==> config.mk <==
export PLATFORM = sky130hd
export DESIGN_NAME = rect_load_demux_flat
export DESIGN_NICKNAME = d
export VERILOG_FILES = /design/src/rtl/rect_load_demux_if.sv /design/src/rtl/rect_load_demux.sv /design/src/flat_wrapper.sv
export SDC_FILE = /design/constraint.sdc
export NUM_CORES = 1
export LEC_CHECK = 0
export ABC_AREA = 1
export CORE_MARGIN = 2
export CORE_UTILIZATION = 40
export DETAILED_ROUTE_END_ITERATION = 8
export PLACE_DENSITY_LB_ADDON = 0.08
export SLEW_MARGIN = 20
export SYNTH_ARGS = -nofsm -noshare
export SYNTH_HDL_FRONTEND = slang
export SYNTH_SLANG_ARGS = --single-unit
==> constraint.sdc <==
create_clock -name clk -period 1.6 [get_ports clk]
set_clock_uncertainty 0.05 [all_clocks]
set_input_delay 0.16 -clock clk [delete_from_list [all_inputs] [get_ports clk]]
set_output_delay 0.16 -clock clk [all_outputs]
set_load 0.05 [all_outputs]
==> src/rtl/rect_load_demux_if.sv <==
// Bus between the rect descriptor loader and its environment: start/busy/done
// handshake, memory read port and the rect parameter write port.
interface rect_load_demux_if #(
   parameter int unsigned RECT_COUNT  = 4,
   parameter int unsigned FIELD_WIDTH = 3
);
   logic                   start;
   logic                   busy;
   logic                   done;
   logic                   mem_rd;
   logic [15:0]            mem_addr;
   logic [15:0]            mem_data;
   logic [RECT_COUNT-1:0]  wr_en;
   logic [FIELD_WIDTH-1:0] wr_field;
   logic [15:0]            wr_data;

   modport master (
      input  start, mem_data,
      output busy, done, mem_rd, mem_addr, wr_en, wr_field, wr_data
   );

   modport slave (
      output start, mem_data,
      input  busy, done, mem_rd, mem_addr, wr_en, wr_field, wr_data
   );
endinterface

==> src/rtl/rect_load_demux.sv <==
// Per-frame loader of rect descriptors into the rect parameter bank via a one-hot index demux.
// Define RECT_LOAD_DEMUX_PIPE_EN to build the demux as one registered tree level per index bit.
module rect_load_demux #(
   parameter int unsigned RECT_COUNT       = 4,
   parameter int unsigned RECT_COUNT_WIDTH = 2,
   parameter int unsigned WORDS_PER_RECT   = 6,
   parameter int unsigned FIELD_WIDTH      = 3,
   parameter logic [15:0] BASE_ADDR        = 16'h0000
) (
   input logic              clk,
   input logic              reset,
   rect_load_demux_if.master bus
);
   localparam int unsigned RW = RECT_COUNT_WIDTH;
   localparam int unsigned FW = FIELD_WIDTH;

   typedef enum logic [1:0] {IDLE, READ, DRAIN} state_t;

   state_t         state, state_nxt;
   logic [RW-1:0]  rect_idx, rect_nxt;
   logic [FW-1:0]  field_idx, field_nxt;
   logic           mem_rd_nxt, busy_nxt;
   logic [15:0]    addr_nxt;
   logic           last_rd_c;

   assign last_rd_c = (rect_idx == RW'(RECT_COUNT - 1)) && (field_idx == FW'(WORDS_PER_RECT - 1));

   // Read sequencer state and registered read-port outputs
   always_ff @(posedge clk) begin
      if (reset) begin
         state        <= IDLE;
         rect_idx     <= '0;
         field_idx    <= '0;
         bus.mem_rd   <= 1'b0;
         bus.mem_addr <= '0;
         bus.busy     <= 1'b0;
      end else begin
         state        <= state_nxt;
         rect_idx     <= rect_nxt;
         field_idx    <= field_nxt;
         bus.mem_rd   <= mem_rd_nxt;
         bus.mem_addr <= addr_nxt;
         bus.busy     <= busy_nxt;
      end
   end

   always_comb begin
      state_nxt  = state;
      rect_nxt   = rect_idx;
      field_nxt  = field_idx;
      mem_rd_nxt = 1'b0;
      addr_nxt   = bus.mem_addr;
      busy_nxt   = bus.busy;
      unique case (state)
         IDLE: begin
            if (bus.start) begin
               state_nxt  = READ;
               rect_nxt   = '0;
               field_nxt  = '0;
               mem_rd_nxt = 1'b1;
               addr_nxt   = BASE_ADDR;
               busy_nxt   = 1'b1;
            end
         end
         READ: begin
            if (last_rd_c) begin
               state_nxt = DRAIN;
            end else begin
               mem_rd_nxt = 1'b1;
               addr_nxt   = bus.mem_addr + 16'd1;
               if (field_idx == FW'(WORDS_PER_RECT - 1)) begin
                  field_nxt = '0;
                  rect_nxt  = rect_idx + RW'(1);
               end else begin
                  field_nxt = field_idx + FW'(1);
               end
            end
         end
         DRAIN: begin
            // A start coincident with done chains straight into the next load
            if (bus.done) begin
               if (bus.start) begin
                  state_nxt  = READ;
                  rect_nxt   = '0;
                  field_nxt  = '0;
                  mem_rd_nxt = 1'b1;
                  addr_nxt   = BASE_ADDR;
               end else begin
                  state_nxt = IDLE;
                  busy_nxt  = 1'b0;
               end
            end
         end
         default: state_nxt = IDLE;
      endcase
   end

   // Index tag of the read in flight, aligned with mem_data
   logic          s1_valid, s1_last;
   logic [RW-1:0] s1_rect;
   logic [FW-1:0] s1_field;

   always_ff @(posedge clk) begin
      if (reset) begin
         s1_valid <= 1'b0;
         s1_last  <= 1'b0;
         s1_rect  <= '0;
         s1_field <= '0;
      end else begin
         s1_valid <= bus.mem_rd;
         s1_last  <= bus.mem_rd && last_rd_c;
         s1_rect  <= rect_idx;
         s1_field <= field_idx;
      end
   end

`ifdef RECT_LOAD_DEMUX_PIPE_EN
   localparam int unsigned LV = RECT_COUNT_WIDTH;

   logic [RECT_COUNT-1:0] in_oh    [LV];
   logic [RECT_COUNT-1:0] nx_oh    [LV];
   logic [RW-1:0]         in_rect  [LV];
   logic [FW-1:0]         in_field [LV];
   logic [15:0]           in_data  [LV];
   logic                  in_last  [LV];
   logic [RECT_COUNT-1:0] lv_oh    [LV];
   logic [RW-1:0]         lv_rect  [LV];
   logic [FW-1:0]         lv_field [LV];
   logic [15:0]           lv_data  [LV];
   logic                  lv_last  [LV];

   // Level k splits index bit RW-1-k, doubling the number of one-hot groups
   always_comb begin
      in_oh    = '{default: '0};
      nx_oh    = '{default: '0};
      in_rect  = '{default: '0};
      in_field = '{default: '0};
      in_data  = '{default: '0};
      in_last  = '{default: 1'b0};
      in_oh[0]    = RECT_COUNT'(s1_valid);
      in_rect[0]  = s1_rect;
      in_field[0] = s1_field;
      in_data[0]  = bus.mem_data;
      in_last[0]  = s1_last;
      for (int k = 1; k < LV; k++) begin
         in_oh[k]    = lv_oh[k-1];
         in_rect[k]  = lv_rect[k-1];
         in_field[k] = lv_field[k-1];
         in_data[k]  = lv_data[k-1];
         in_last[k]  = lv_last[k-1];
      end
      for (int k = 0; k < LV; k++) begin
         for (int j = 0; j < RECT_COUNT; j++) begin
            if (j < (2 << k))
               nx_oh[k][j] = in_oh[k][j >> 1] & (in_rect[k][RW-1-k] == j[0]);
         end
      end
   end

   always_ff @(posedge clk) begin
      if (reset) begin
         for (int k = 0; k < LV; k++) begin
            lv_oh[k]    <= '0;
            lv_rect[k]  <= '0;
            lv_field[k] <= '0;
            lv_data[k]  <= '0;
            lv_last[k]  <= 1'b0;
         end
      end else begin
         for (int k = 0; k < LV; k++) begin
            lv_oh[k]    <= nx_oh[k];
            lv_rect[k]  <= in_rect[k];
            lv_field[k] <= (|in_oh[k]) ? in_field[k] : '0;
            lv_data[k]  <= (|in_oh[k]) ? in_data[k] : '0;
            lv_last[k]  <= in_last[k];
         end
      end
   end

   assign bus.wr_en    = lv_oh[LV-1];
   assign bus.wr_field = lv_field[LV-1];
   assign bus.wr_data  = lv_data[LV-1];
   assign bus.done     = lv_last[LV-1];
`else
   // Single decode of the tagged rect index into the write strobe
   always_ff @(posedge clk) begin
      if (reset) begin
         bus.wr_en    <= '0;
         bus.wr_field <= '0;
         bus.wr_data  <= '0;
         bus.done     <= 1'b0;
      end else begin
         bus.wr_en    <= s1_valid ? (RECT_COUNT'(1) << s1_rect) : '0;
         bus.wr_field <= s1_valid ? s1_field : '0;
         bus.wr_data  <= s1_valid ? bus.mem_data : '0;
         bus.done     <= s1_last;
      end
   end
`endif
endmodule
==> src/flat_wrapper.sv <==
// flat-port wrapper written by rule: the top's interface ports become plain ports
module rect_load_demux_flat 
#(
   parameter int unsigned RECT_COUNT       = 4,
   parameter int unsigned RECT_COUNT_WIDTH = 2,
   parameter int unsigned WORDS_PER_RECT   = 6,
   parameter int unsigned FIELD_WIDTH      = 3,
   parameter logic [15:0] BASE_ADDR        = 16'h0000
)
  (clk, reset, bus_start, bus_mem_data, bus_busy, bus_done, bus_mem_rd, bus_mem_addr, bus_wr_en, bus_wr_field, bus_wr_data);
  rect_load_demux_if #(.RECT_COUNT(RECT_COUNT), .FIELD_WIDTH(FIELD_WIDTH)) bus_i ();
  input logic clk;
  input logic reset;
  input wire logic [$bits(bus_i.start)-1:0] bus_start;
  input wire logic [$bits(bus_i.mem_data)-1:0] bus_mem_data;
  output wire logic [$bits(bus_i.busy)-1:0] bus_busy;
  output wire logic [$bits(bus_i.done)-1:0] bus_done;
  output wire logic [$bits(bus_i.mem_rd)-1:0] bus_mem_rd;
  output wire logic [$bits(bus_i.mem_addr)-1:0] bus_mem_addr;
  output wire logic [$bits(bus_i.wr_en)-1:0] bus_wr_en;
  output wire logic [$bits(bus_i.wr_field)-1:0] bus_wr_field;
  output wire logic [$bits(bus_i.wr_data)-1:0] bus_wr_data;
  assign bus_i.start = bus_start;
  assign bus_i.mem_data = bus_mem_data;
  assign bus_busy = bus_i.busy;
  assign bus_done = bus_i.done;
  assign bus_mem_rd = bus_i.mem_rd;
  assign bus_mem_addr = bus_i.mem_addr;
  assign bus_wr_en = bus_i.wr_en;
  assign bus_wr_field = bus_i.wr_field;
  assign bus_wr_data = bus_i.wr_data;
  rect_load_demux #(.RECT_COUNT(RECT_COUNT), .RECT_COUNT_WIDTH(RECT_COUNT_WIDTH), .WORDS_PER_RECT(WORDS_PER_RECT), .FIELD_WIDTH(FIELD_WIDTH), .BASE_ADDR(BASE_ADDR)) u_core (.clk(clk), .reset(reset), .bus(bus_i));
endmodule
Word-level counts from Yosys, hierarchy flattened. Index checks and enable logic that the tools add are counted.

Register bits: 56. Latch bits: 0. RAM bits: 0. Memory bits (read-only): 0. Input port bits: 19. Output and inout port bits: 42. Logic and storage cells: 66. Memories kept: 0.

Add/subtract/negate cells: 3. Multipliers: 0. Divide/modulo/power cells: 0. $lt $le $gt $ge: 0. Equality and inequality tests: 10. Shifts and indexed selects: 1. Mux-type cells: 27. Bitwise operators: 1. Reductions and logical operators: 10.

Operators with widths (count): 16-bit two-way mux (3); 16-bit one-hot mux with 3 select lines (1); 16-bit by 1-bit adder with 16-bit output (second input constant) (1); 2-bit two-way mux (7); 3-bit two-way mux (4); 2-bit one-hot mux with 3 select lines (2); 3-bit one-hot mux with 3 select lines (1); 4-bit AND reduction (2); 1-bit two-way mux (7); 2-bit by 1-bit != test with 1-bit output (second input constant) (3); 2-bit != test (second input constant) (3); 3-bit AND reduction (2); 2-bit equality test (second input constant) (2); 1-bit by 2-bit << shifter with 4-bit output (first input constant) (1); 3-bit by 1-bit adder with 3-bit output (second input constant) (1); 3-bit equality test (second input constant) (1); 1-bit one-hot mux with 3 select lines (1); 3-bit nonzero test (1); 2-bit by 1-bit adder with 2-bit output (second input constant) (1); 2-bit by 1-bit equality test with 1-bit output (second input constant) (1); 1-bit logical AND (2); 2-bit logical NOT (1); 1-bit one-hot mux with 2 select lines (1); 2-bit nonzero test (1); 2 further kinds (2).

Longest topological paths before layout. Gate-level depths: netlist of the first run.

Word-level depth: 4. Gate-level depth with buffers: 9. Gate-level depth less buffers: 9.

Worst setup path before layout of the first run. OpenSTA, ideal clock, no wires.

Path kind: flip-flop to flip-flop. Start point: register u_core.bus.mem_addr[0]. End point: register u_core.bus.mem_addr[14]. Library setup time: 0.109 ns. Data arrival time: 1.573 ns. Required time: 1.441 ns. Slack: -0.132 ns. Stages on the path, launching flop included: 9. Buffers on the path: 0. Period minus slack after synthesis: 1.732 ns. Cell sequence: dfxtp_1 -> ha_1 -> nand2_1 -> nor2_1 -> nand2_1 -> o21ai_0 -> nand2_1 -> nand2_1 -> inv_1.

Longest elaborated chain between the ends: 3.

RTL lines: start, declared (RTL line rect_load_demux_if.sv:19) `output busy, done, mem_rd, mem_addr, wr_en, wr_field, wr_data`; start signal, assigned (RTL line rect_load_demux.sv:42) `bus.mem_addr <= addr_nxt;`; 16-bit by 1-bit adder with 16-bit output (RTL line rect_load_demux.sv:70) `addr_nxt = bus.mem_addr + 16'd1;`; 16-bit two-way mux (RTL line rect_load_demux.sv:66) `if (last_rd_c) begin`; 16-bit one-hot mux with 3 select lines (RTL line rect_load_demux.sv:54) `unique case (state)`.

No other way between the ends. The select of a mux whose other input is x is not followed. A chain may end at the register's enable or synchronous reset.

Worst setup path after layout of the first run. Ends and elaborated chain as after synthesis.

==> results of run 1 <==
-- path summary, 6_finish.rpt --
check                                           start                                   end  slack (ns)  cells past startpoint
setup / recovery  u_core.bus.mem_addr[0]$_SDFFE_PP0P_  u_core.bus.mem_addr[14]$_SDFFE_PP0P_        0.13                      8
hold / removal                        bus_mem_data[9]      u_core.bus.wr_data[9]$_SDFF_PP0_        0.32                      3
setup reg to reg  u_core.bus.mem_addr[0]$_SDFFE_PP0P_  u_core.bus.mem_addr[14]$_SDFFE_PP0P_        0.13                      8
hold reg to reg         u_core.s1_field[2]$_SDFF_PP0_     u_core.bus.wr_field[2]$_SDFF_PP0_        0.36                      2
-- state kept, by name, indices dropped and copies added (netlist names) --
signal	flops
u_core.s1_rect	2
u_core.s1_valid	1
u_core.bus.done	1
u_core.bus.wr_data	16
u_core.bus.mem_addr	16
u_core.field_idx	3
u_core.s1_last	1
u_core.bus.busy	1
u_core.state	2
u_core.rect_idx	2
u_core.bus.wr_en	4
u_core.s1_field	3
u_core.bus.mem_rd	1
u_core.bus.wr_field	3
-- Yosys cell counts --
master	count
o211ai_1	3
inv_1	59
buf_1	1
a21oi_2	1
nand3b_1	2
dfxtp_1	56
nand3_2	1
nand3_1	11
nand2_1	79
nand2_4	2
nor2_4	2
buf_6	1
o21ai_2	1
buf_2	3
nor3_1	6
nor2_1	65
a21oi_1	13
o21ai_0	3
buf_4	1
o22a_1	1
nand4_4	1
nand2_2	1
ha_1	2
-- layer usage --
metal  global-route usage, %  wire length, um  vias to the layer above  share of wire, %
met5                       0                0                        -                 0
met4                    6.38               82                        0               1.7
met3                    4.32              411                        8               8.7
met2                    26.9             2010                       70                42
met1                    20.7             2240                      846                47
li1                        -                -                     1074                 -
-- cells by family (layout without fill, tap and decap cells) --
kind of cell,count (synthesis),in the layout,share of synthesized area (%)
adders and majority gates,2,2,1.11
AOI/OAI and AO/OA,22,22,5.71
DFF,56,56,49.7
and+or+nand+nor,170,170,32.0
buffers and inverters,65,137,11.5
-- power by group through the flow --
stage	logic [mW]	registers (mW)	clock network (mW)
finish	0.355	1.46	0.705
global route	0.393	1.46	0.815
CTS	0.359	1.46	0.748
detailed placement	0.357	1.49	0
global placement	0.355	1.49	0
floorplan	0.155	1.56	0
-- critical path, stage by stage, from the launching register on --
cell and delay, ns:
dfxtp_2 0.39, ha_1 0.19, nand2_1 0.11, nor2_1 0.16, nand2_1 0.14, o21ai_0 0.18, nand2_1 0.07, nand2_1 0.06
inv_1 0.03
-- final cells by class --
| cell class | instances | area [um^2] |
|---|---|---|
| flip-flops and latches | 56 | 1120 |
| multi-input cells | 194 | 877 |
| repair buffers | 71 | 616 |
| well taps | 72 | 90.1 |
| inverters | 59 | 221 |
| clock inverters | 1 | 5.00 |
| clock buffers | 6 | 72.6 |
| fillers | 573 | 2470 |
-- stage by stage --
stage | hold WS (ns) | setup WS [ns]
5_1_grt | 0.329 | 0.00352
3_3_place_gp | 0.348 | 0.0824
2_1_floorplan | 0.222 | 0.0375
4_1_cts | 0.313 | 0.118
6_report | 0.322 | 0.133
3_5_place_dp | 0.352 | 0.0493
==> results by group, run 1 <==
Placed design
  – Port Buffers: 60
  – Gpl congestion: 0.860
  – Inst Count DP: 452
  – Dpl cell area: 2930 um^2
  – Dpl hpwl: 3.52 mm

Synth
  – Syn nets: 336
  – Top post-synthesis cells by area: dfxtp_1, nand2_1, nor2_1, inv_1, a21oi_1
  – #FFs+latches synth: 56
  – Mapped cell area: 2260 um^2
  – Sequential fraction of the synthesis area: 49.7%
  – Syn. warnings: 0
  – Netlist cell types: 23
  – Post-Syn Instances: 315
  – Leading area contributor after synthesis: dfxtp_1
  – Syn avg cell area: 7.17 um^2
  – Synth top area share: 49.7%

Worst setup path
  – CP endpoint kind: flip-flop
  – Crit Path Max Fanout: 5
  – Critical path arrival: 1.63 ns
  – CP startpoint kind: flip-flop
  – WS Path Type: flip-flop to flip-flop
  – CP required: 1.76 ns

Clock network
  – CTS Sinks: 56
  – Post-CTS setup buffer count: 0
  – Clk_lat worst skew: 0.30 ns
  – Post-CTS Resized: 0
  – Clk slew on worst S/H paths: 0.09 ns
  – H-tree Lvls: 2
  – Maximum clock insertion buffer count: 2
  – Clock Tree Root: clkbuf_8
  – CTS tree: yes
  – Hold_buf cts: 0
  – CTS Buf Count: 5

Power and ir drop
  – Power, Total: 2.52 mW
  – Int Pwr: 1.87 mW
  – VDD IR max: 0.366 mV
  – Combinational power share: 14.1%
  – Pleak: 1.42 nW
  – Reg power frac: 57.9%
  – Sw Share: 25.6%
  – PD cells: 837 nW/um^2
  – NetSw: 0.645 mW
  – Clock power share: 28.0%

Timing
  – Slew @ Worst Pin: 0.328 ns
  – Fmax: 682 MHz
  – RSZ-0062 raised after global routing: no
  – Endpoints failing hold: 0
  – Fin crit period: 1.47 ns
  – Final setup violation count: 0
  – Worst slew margin: 78.0%
  – Final period util: 91.7%
  – Final TNS setup: 0 ns
  – Max Transition Viols Final: 0

Global route
  – Largest net degree at the start of global routing: 24
  – First-pass GRT wire length: 8.21 mm
  – Grt ovf: 0
  – GRT Resource Usage Total: 16.4%
  – Vias in the first global route: 1872
  – Initial antenna violation count: 0

Route
  – Drc violations: 0
  – DRT antenna net count: 0
  – Routed wire per std cell: 10.3 um
  – Iteration-0 DRC count of the detailed router: 62
  – Post-Route WL: 4.74 mm
  – Pre-antenna DRT Iters: 4
  – Vias after detailed routing: 1998
  – Vias per std cell: 4.35

Floorplanning
  – Die Y: 79.1 um
  – I/O pins: 61
  – Core area: 5470 um^2
  – Row count: 27
  – DIE WIDTH: 79.1 um
  – Initial Util: 41.2%
  – Die ar.: 6260 um^2

Layout
  – Share of post-route cells with drive strength above 1: 18.1%
  – Most frequent cells in the layout: nand2_1, nor2_1, inv_1
  – Fin area: 3010 um^2
  – Final Net Count: 408
  – Commonest non-fill, non-tap cell in the layout: nand2_1
  – Area growth, synth to finish: 33.1%
  – Final Util: 54.9%
  – Antenna diodes: 0
  – Fin cells: 459

Outcome
  – Status: finished, final reports clean

Hold path
  – Hold Path Class: input pin to flip-flop

Flow run
  – Max-Cap Viols: 0
Power figures use the tool's default switching activity.
==> run 2: changes to the inputs <==
--- a/config.mk
+++ b/config.mk
@@ -6,10 +6,12 @@
 export NUM_CORES = 1
 export LEC_CHECK = 0
 export ABC_AREA = 1
+export CORE_ASPECT_RATIO = 0.9
 export CORE_MARGIN = 2
 export CORE_UTILIZATION = 40
 export DETAILED_ROUTE_END_ITERATION = 8
 export PLACE_DENSITY_LB_ADDON = 0.08
+export SETUP_SLACK_MARGIN = 0.02
 export SLEW_MARGIN = 20
 export SYNTH_ARGS = -nofsm -noshare
 export SYNTH_HDL_FRONTEND = slang
==> constraint.sdc (replaced) <==
create_clock -name clk -period 1.5 [get_ports clk]
set_clock_uncertainty 0.05 [all_clocks]
set_input_delay 0.15 -clock clk [delete_from_list [all_inputs] [get_ports clk]]
set_output_delay 0.15 -clock clk [all_outputs]
set_load 0.05 [all_outputs]
==> run 2 against run 1 <==
  * Via count is 1.2% higher
  * Sequential share of layout area fell by 1.3 points
  * Non-clock buffer count up 10
  * Die area barely moved
  * Hold slack got worse by 0.016 ns
  * Highest routed layer unchanged
==> results by group, run 2 (synthesized netlist as in run 1, its figures left out) <==
Route
  – DRT antenna net count: 0
  – Vias after detailed routing: 2021
  – Pre-antenna DRT Iters: 4
  – Post-Route WL: 4.90 mm
  – Vias per std cell: 4.35
  – Drc violations: 0
  – Routed wire per std cell: 10.5 um
  – Iteration-0 DRC count of the detailed router: 84

Power and ir drop
  – Pleak: 1.49 nW
  – Power, Total: 2.79 mW
  – PD cells: 886 nW/um^2
  – VDD IR max: 0.406 mV

Outcome
  – Status: finished, final reports clean

Placed design
  – Dpl hpwl: 3.55 mm
  – Port Buffers: 60
  – Gpl congestion: 0.899
  – Inst Count DP: 455

Floorplanning
  – Row count: 25
  – Core area: 5350 um^2
  – DIE WIDTH: 83.2 um
  – I/O pins: 61
  – Die Y: 75.3 um
  – Initial Util: 42.2%
  – Die ar.: 6260 um^2

Clock network
  – CTS tree: yes
  – Clock Tree Root: clkbuf_8
  – Clk slew on worst S/H paths: 0.10 ns
  – Maximum clock insertion buffer count: 2
  – CTS Buf Count: 5
  – Clk_lat worst skew: 0.30 ns
  – CTS Sinks: 56
  – H-tree Lvls: 2

Timing
  – RSZ-0062 raised after global routing: yes
  – Worst slew margin: 77.2%
  – Worst hold slack: 0.306 ns
  – Final TNS setup: 0 ns
  – Fmax: 716 MHz
  – Max Transition Viols Final: 0
  – Fin crit period: 1.40 ns
  – Slew @ Worst Pin: 0.340 ns
  – Final period util: 93.1%
  – Final setup violation count: 0
  – Endpoints failing hold: 0

Layout
  – Biggest regs: u_core.bus.mem_addr (16), u_core.bus.wr_data (16), u_core.bus.wr_en (4)
  – Area growth, synth to finish: 39.7%
  – Final Net Count: 418
  – Antenna diodes: 0
  – Commonest non-fill, non-tap cell in the layout: nand2_1
  – Most frequent cells in the layout: nand2_1, nor2_1, inv_1
  – Share of post-route cells with drive strength above 1: 24.4%
  – Final Util: 59.0%
  – Filler Cells Inserted: 515
  – Fin cells: 465

Worst setup path
  – CP endpoint kind: flip-flop
  – Reg2reg start: u_core.rect_idx[1]$_SDFFE_PP0P_
  – CP required: 1.69 ns
  – Critical path arrival: 1.58 ns
  – WS Path Type: flip-flop to flip-flop
  – Crit Path Max Fanout: 6
  – CP Launch Point: u_core.rect_idx[1]$_SDFFE_PP0P_
  – CP startpoint kind: flip-flop

Global route
  – Initial antenna violation count: 0
  – Largest net degree at the start of global routing: 24
  – Grt ovf: 0
  – First-pass GRT wire length: 7.91 mm
  – Vias in the first global route: 1719
  – GRT Resource Usage Total: 15.6%

Hold path
  – Hold Path Class: input pin to flip-flop
  – Worst hold start: bus_mem_data[3]

Flow run
  – Max-Cap Viols: 0
[run 2: changes by cell type in the layout (fill, tap and decap cells not counted), moves of 3 or more]
cell / previous run / this run
dfxtp_1: 54 / 44
dfxtp_2: 2 / 11
buf_4: 50 / 57
buf_12: 3 / 6
nor2_1: 65 / 62
nor2_2: 0 / 3
[run 2: path summary, 6_finish.rpt]
kind / endpoint / slack (ns) / depth (start not counted)
min: u_core.bus.wr_data[3]$_SDFF_PP0_ / 0.31 / 3
max: u_core.bus.mem_addr[0]$_SDFFE_PP0P_ / 0.10 / 8
max reg2reg: u_core.bus.mem_addr[0]$_SDFFE_PP0P_ / 0.10 / 8
min reg2reg: u_core.bus.done$_SDFF_PP0_ / 0.36 / 2
[run 2: worst max-delay path, cell delays in order, from the launching register on]
cell	delay, ns
dfxtp_1	0.36
ha_2	0.21
nand4_4	0.12
nand2_4	0.12
nand2_4	0.10
buf_4	0.16
nand2_2	0.04
nand2_1	0.05
a21oi_2	0.12
[run 2: routing by layer]
metal	wire length, um	share of wire [%]	vias up	GRT usage [%]
met4	37	0.76	0	5.10
met2	2080	42	56	24.8
met1	2480	51	854	21.3
li1	-	-	1107	-
met3	296	6.0	4	3.73
met5	0	0	-	0
[run 2: area by class of cell]
type | count | area [um^2] | area share (%)
sequential | 56 | 1140 | 36.1
multi-input combinational | 194 | 896 | 28.4
timing repair buffer | 81 | 728 | 23.1
inverter | 59 | 221 | 7.02
tap | 67 | 83.8 | 2.66
clock buffer | 6 | 72.6 | 2.30
clock inverter | 2 | 13.8 | 0.436
[run 2: power breakdown]
group	internal, mW	switching [mW]	total [mW]
Combinational	0.179	0.246	0.425
Sequential	1.53	0.0202	1.55
Clock	0.334	0.486	0.821
[run 2: stage by stage]
step	instance area [um^2]	worst slack, ns
CTS	3120	0.0699
finish	3150	0.103
floorplan	2270	-0.00310
detailed placement	3030	0.0414
global placement	3030	0.0591
global route	3150	-0.0215
[run 2: what timing repair did]
item,4_1_cts,5_1_grt
setup endpoints to repair,0,8
setup buffers,0,2
hold buffers,0,0
resized for setup,0,8
==> run 3: changes to the inputs <==
--- a/config.mk
+++ b/config.mk
@@ -9,6 +9,7 @@
 export CORE_ASPECT_RATIO = 0.9
 export CORE_MARGIN = 2
 export CORE_UTILIZATION = 40
+export CTS_CLUSTER_DIAMETER = 50
 export DETAILED_ROUTE_END_ITERATION = 8
 export PLACE_DENSITY_LB_ADDON = 0.08
 export SETUP_SLACK_MARGIN = 0.02
==> results of run 3 <==
Final layout, timing and power as in run 2 (identical DEF).
